File: config.mk
export PLATFORM = sky130hd
export DESIGN_NAME = rr_arbiter_n
export DESIGN_NICKNAME = d
export VERILOG_FILES = /design/src/rtl/rr_arbiter_n.sv
export SDC_FILE = /design/constraint.sdc
export NUM_CORES = 1
export LEC_CHECK = 0
export CAP_MARGIN = 25
export CORE_MARGIN = 4
export CORE_UTILIZATION = 49
export DETAILED_ROUTE_END_ITERATION = 8
export PLACE_DENSITY_LB_ADDON = 0.15
export SLEW_MARGIN = 20
export SYNTH_ARGS = -nofsm -noshare
export SYNTH_HDL_FRONTEND = slang
export SYNTH_SLANG_ARGS = --single-unit
File: constraint.sdc
create_clock -name clk -period 3.23 [get_ports clk]
set_input_delay 0.323 -clock clk [delete_from_list [all_inputs] [get_ports clk]]
set_output_delay 0.323 -clock clk [all_outputs]
set_load 0.02 [all_outputs]
File: src/rtl/rr_arbiter_n.sv
// Parametrised N-way round-robin arbiter with registered one-hot grant,
// per-requester grant lock and a bounded hold so a locked owner cannot starve others.
module rr_arbiter_n #(
    parameter  int NUM_REQ  = 4,
    parameter  int MAX_HOLD = 4,
    localparam int IDX_W    = (NUM_REQ > 1) ? $clog2(NUM_REQ) : 1
) (
    input  logic               clk,
    input  logic               reset,
    input  logic [NUM_REQ-1:0] req,
    input  logic [NUM_REQ-1:0] lock,
    output logic [NUM_REQ-1:0] gnt,
    output logic               gnt_valid,
    output logic [IDX_W-1:0]   gnt_idx
);

    localparam int HOLD_W = (MAX_HOLD > 0) ? $clog2(MAX_HOLD + 1) : 1;

    logic [IDX_W-1:0]     ptr;
    logic [HOLD_W-1:0]    hold_cnt;
    logic                 keep;
    logic [IDX_W-1:0]     base;
    logic [2*NUM_REQ-1:0] shifted;
    logic [NUM_REQ-1:0]   rot;
    logic                 found;
    logic [IDX_W-1:0]     off;
    logic [IDX_W-1:0]     win;
    int                   sum;

    function automatic logic [IDX_W-1:0] next_idx(input logic [IDX_W-1:0] i);
        return (i == IDX_W'(NUM_REQ - 1)) ? '0 : i + 1'b1;
    endfunction

    // The current owner is held in gnt_idx; base is where the circular scan starts.
    // NOTE: every signal gets a default at the top of always_comb so no path leaves it unassigned (no latch).
    always_comb begin
        keep    = gnt_valid && req[gnt_idx] && lock[gnt_idx]
                  && (MAX_HOLD == 0 || int'(hold_cnt) < MAX_HOLD);
        base    = gnt_valid ? next_idx(gnt_idx) : ptr;
        shifted = {req, req} >> base;
        rot     = shifted[NUM_REQ-1:0];
        found   = 1'b0;
        off     = '0;
        for (int k = NUM_REQ - 1; k >= 0; k--) begin
            if (rot[k]) begin
                found = 1'b1;
                off   = IDX_W'(k);
            end
        end
        sum = int'(base) + int'(off);
        if (sum >= NUM_REQ) sum = sum - NUM_REQ;
        win = IDX_W'(sum);
    end

    // NOTE: registered state uses non-blocking assignments so every flop samples pre-edge values.
    always_ff @(posedge clk) begin
        if (reset) begin
            gnt       <= '0;
            gnt_valid <= 1'b0;
            gnt_idx   <= '0;
            ptr       <= '0;
            hold_cnt  <= '0;
        end else if (keep) begin
            if (hold_cnt != '1) hold_cnt <= hold_cnt + 1'b1;
        end else if (found) begin
            gnt       <= NUM_REQ'(1) << win;
            gnt_valid <= 1'b1;
            gnt_idx   <= win;
            ptr       <= next_idx(win);
            hold_cnt  <= HOLD_W'(1);
        end else begin
            gnt       <= '0;
            gnt_valid <= 1'b0;
            gnt_idx   <= '0;
            hold_cnt  <= '0;
        end
    end

endmodule

==> results.toml <==
[global_route]
grt-ovfl-total = 0
grt_pass1_wl_microns = 3300
antenna_found_initial = 0
grt_usage_pct = 17.4
grt_pass1_vias = 759
grt_max_degree = 13

[yosys]
synth_edf_count = 0
synth_cells = 95
yosysSeqAreaShare_pct = 29.5
ys_types = 36
async_flop_share_pct = 0
synth_warnings = 0
synthFlopType = "dfxtp_1"
syn_area_sq_um = 813
postSynthAreaPerCell_sq_um = 8.56
syn_nets = 110
ys_ff_latch = 12

[power_and_ir_drop]
ir_drop_v = 0.000525
p_leak_nw = 0.427
p_per_area_mw_per_mm2 = 818

[setup_path]
end_kind = "flop"
critical_path_class = "reg -> reg"
critPathSlowestCell = "or3_1"
slowest_delay_ns = 0.37
path_cells = "ha_1, mux2_2, nand2_1, nand2_1, a21oi_1, o32a_1, ha_2, nor3b_1, o2bb2ai_1, a221oi_4, inv_1, ha_1, or3_1, a21oi_1"
crit_fanout = 4
r2r_start = "gnt_idx[1]"
reg2regPathDepth = 14
start_kind = "flop"
startpoint = "gnt_idx[1]"
cp_data_arrival_time_ns = 3.12
worst-endpoint-required_ns = 3.42

[cells_and_area]
fin_util_pct = 68.1
antenna_cells = 0
syn2layout_area_growth_pct = 29.1
drive_gt1_share_pct = 12.1
regArea_sq_um = 240
fill_cells = 125
nNetsFinal = 133
multi_input_area_sq_um = 547

[routing]
firstDrtPassIters = 4
drtIter0Drc = 10
avgRoutedWirePerCell_microns = 13.6
num_vias = 777
route.detailed.drc = 0
drtAntennaViolNets = 0
avgViaCountPerCell = 5.89
wirelength_microns = 1800

[clock_tree]
worstSkewPairLatency_ns = 0.26
cts_buffers = 3
clock_path_buffers = 2
ctsHtreeMaxLevel = 1
clock_sinks = 12
clk_pin_slew_ns = 0.07
hold_buffers = 0
root_buffer = "clkbuf_4"
cts_tree = "built"

[floorplan]
core_sq_mm = 0.00154
row_count = 14
die_w_microns = 48.7
die_h_microns = 48.7
start_util_pct = 52.8
num_io_pins = 17
die_area_sq_mm = 0.00238

[sta]
hold_violations = 0
period_needed_ns = 2.93
worst_pin_slew_ns = 0.536
fin_tns_setup_ns = 0
finalSetupViolations = 0
fmaxAchievable_mhz = 342
fin_skew_ns = 0.000605
timing.slew.headroom_pct = 64.0
drv_slew = 0
period_share_pct = 90.6
rsz0062_at_grt = "false"

[min_path]
hold_path_depth = 2
hold_path_class = "reg -> reg"
min-delay-start = "gnt[3]"

[run]
maxCapViolations = 0

[outcome]
status = "complete, no violations"

[placed_design]
place_congestion = 0.860
dp_hpwl_microns = 1410
io_buffers = 16
## layout make-up
class	count	share of cell area (%)
multi-input cells	75	52.1
flip-flops and latches	12	22.9
repair buffers	22	19.5
clock buffers	3	2.15
well taps	16	1.91
inverters	4	1.43
## sequential cells by signal, indices dropped and copies added, names as in the netlist
signal     cells
hold_cnt       3
gnt            4
gnt_idx        2
ptr            2
gnt_valid      1
## cell usage in the layout, fill, tap and decap left out, types with 2 or more instances in the layout
cell type and n:
a21oi_1 7, buf_4 6, clkbuf_4 3, clkdlybuf4s50_1 16, dfxtp_1 12, ha_1 4, inv_1 4, mux2i_1 3
nand2_1 14, nand2b_1 4, nand3_1 2, nor2_1 8, nor3_1 2, nor4_1 2, o211ai_1 3, o21ai_0 3
## cell usage after synthesis, types with 2 or more instances
| cell | instances | area share [%] |
|---|---|---|
| buf_2 | 3 | 1.8 |
| nand3_1 | 2 | 1.2 |
| nand2b_1 | 4 | 3.1 |
| nor4_1 | 2 | 1.5 |
| ha_1 | 5 | 7.7 |
| mux2i_1 | 3 | 3.7 |
| a21oi_1 | 7 | 4.3 |
| nor3b_1 | 2 | 1.8 |
| o211ai_1 | 3 | 2.8 |
| nor2_1 | 8 | 3.7 |
| nand2_1 | 14 | 6.5 |
| dfxtp_1 | 12 | 30 |
| o21ai_0 | 3 | 1.8 |
| inv_1 | 4 | 1.8 |
| nor3_1 | 2 | 1.2 |
## stage by stage
stage / cells / instance area, sq um / hold slack [ns] / power [W] / setup slack, ns
floorplan: 95 / 813 / 0.440 / 0.000573 / 0.192
global placement: 129 / 1020 / 0.443 / 0.000745 / 0.312
detailed placement: 129 / 1020 / 0.448 / 0.000761 / 0.213
CTS: 132 / 1040 / 0.461 / 0.000855 / 0.211
global route: 132 / 1050 / 0.490 / 0.000943 / 0.0467
finish: 132 / 1050 / 0.459 / 0.000858 / 0.304
## layer usage
metal  vias to the layer above  part of all wire [%]  global-route usage, %
li1                        399                     -                      -
met1                       353                    49                   24.0
met2                        21                    45                   25.2
met3                         4                   5.3                   5.52
met4                         0                   1.2                   6.28
met5                         -                     0                      0
## final timing paths
kind         endpoint  slack (ns)
min reg2reg    gnt[3]        0.46
max reg2reg    ptr[0]        0.30
min            gnt[3]        0.46
max            ptr[0]        0.30
## where the power goes
part / internal, W / total, W / switching [W]
clock network: 0.0000431 / 0.0000871 / 0.0000441
registers: 0.000196 / 0.000226 / 0.0000302
logic: 0.000270 / 0.000545 / 0.000275
## critical path, delay by kind of cell (launching register included)
kind | cells | cell delay (ns)
AOI/OAI and AO/OA | 5 | 0.93
adders and majority gates | 3 | 0.71
buffers and inverters | 1 | 0.07
DFF | 1 | 0.34
muxes | 1 | 0.17
and+or+nand+nor | 4 | 0.63
## what timing repair did
action                                  in CTS  in global routing
setup buffers                                0                  0
endpoints found under the setup margin       0                  1
resized for setup                            0                  2
## cell families (layout without fill, tap and decap cells)
logic type,after synthesis,after routing,share of synthesized area (%)
AND/OR/NAND/NOR,40,40,24.8
AO/OA/AOI/OAI,23,23,21.7
flip-flops,12,12,29.5
buffers and inverters,8,29,4.15
multiplexers,6,6,11.1
adder cells (fa/ha/maj),5,5,7.69
XOR/XNOR,1,1,1.08
No activity file was read; power rests on OpenSTA's default activity.
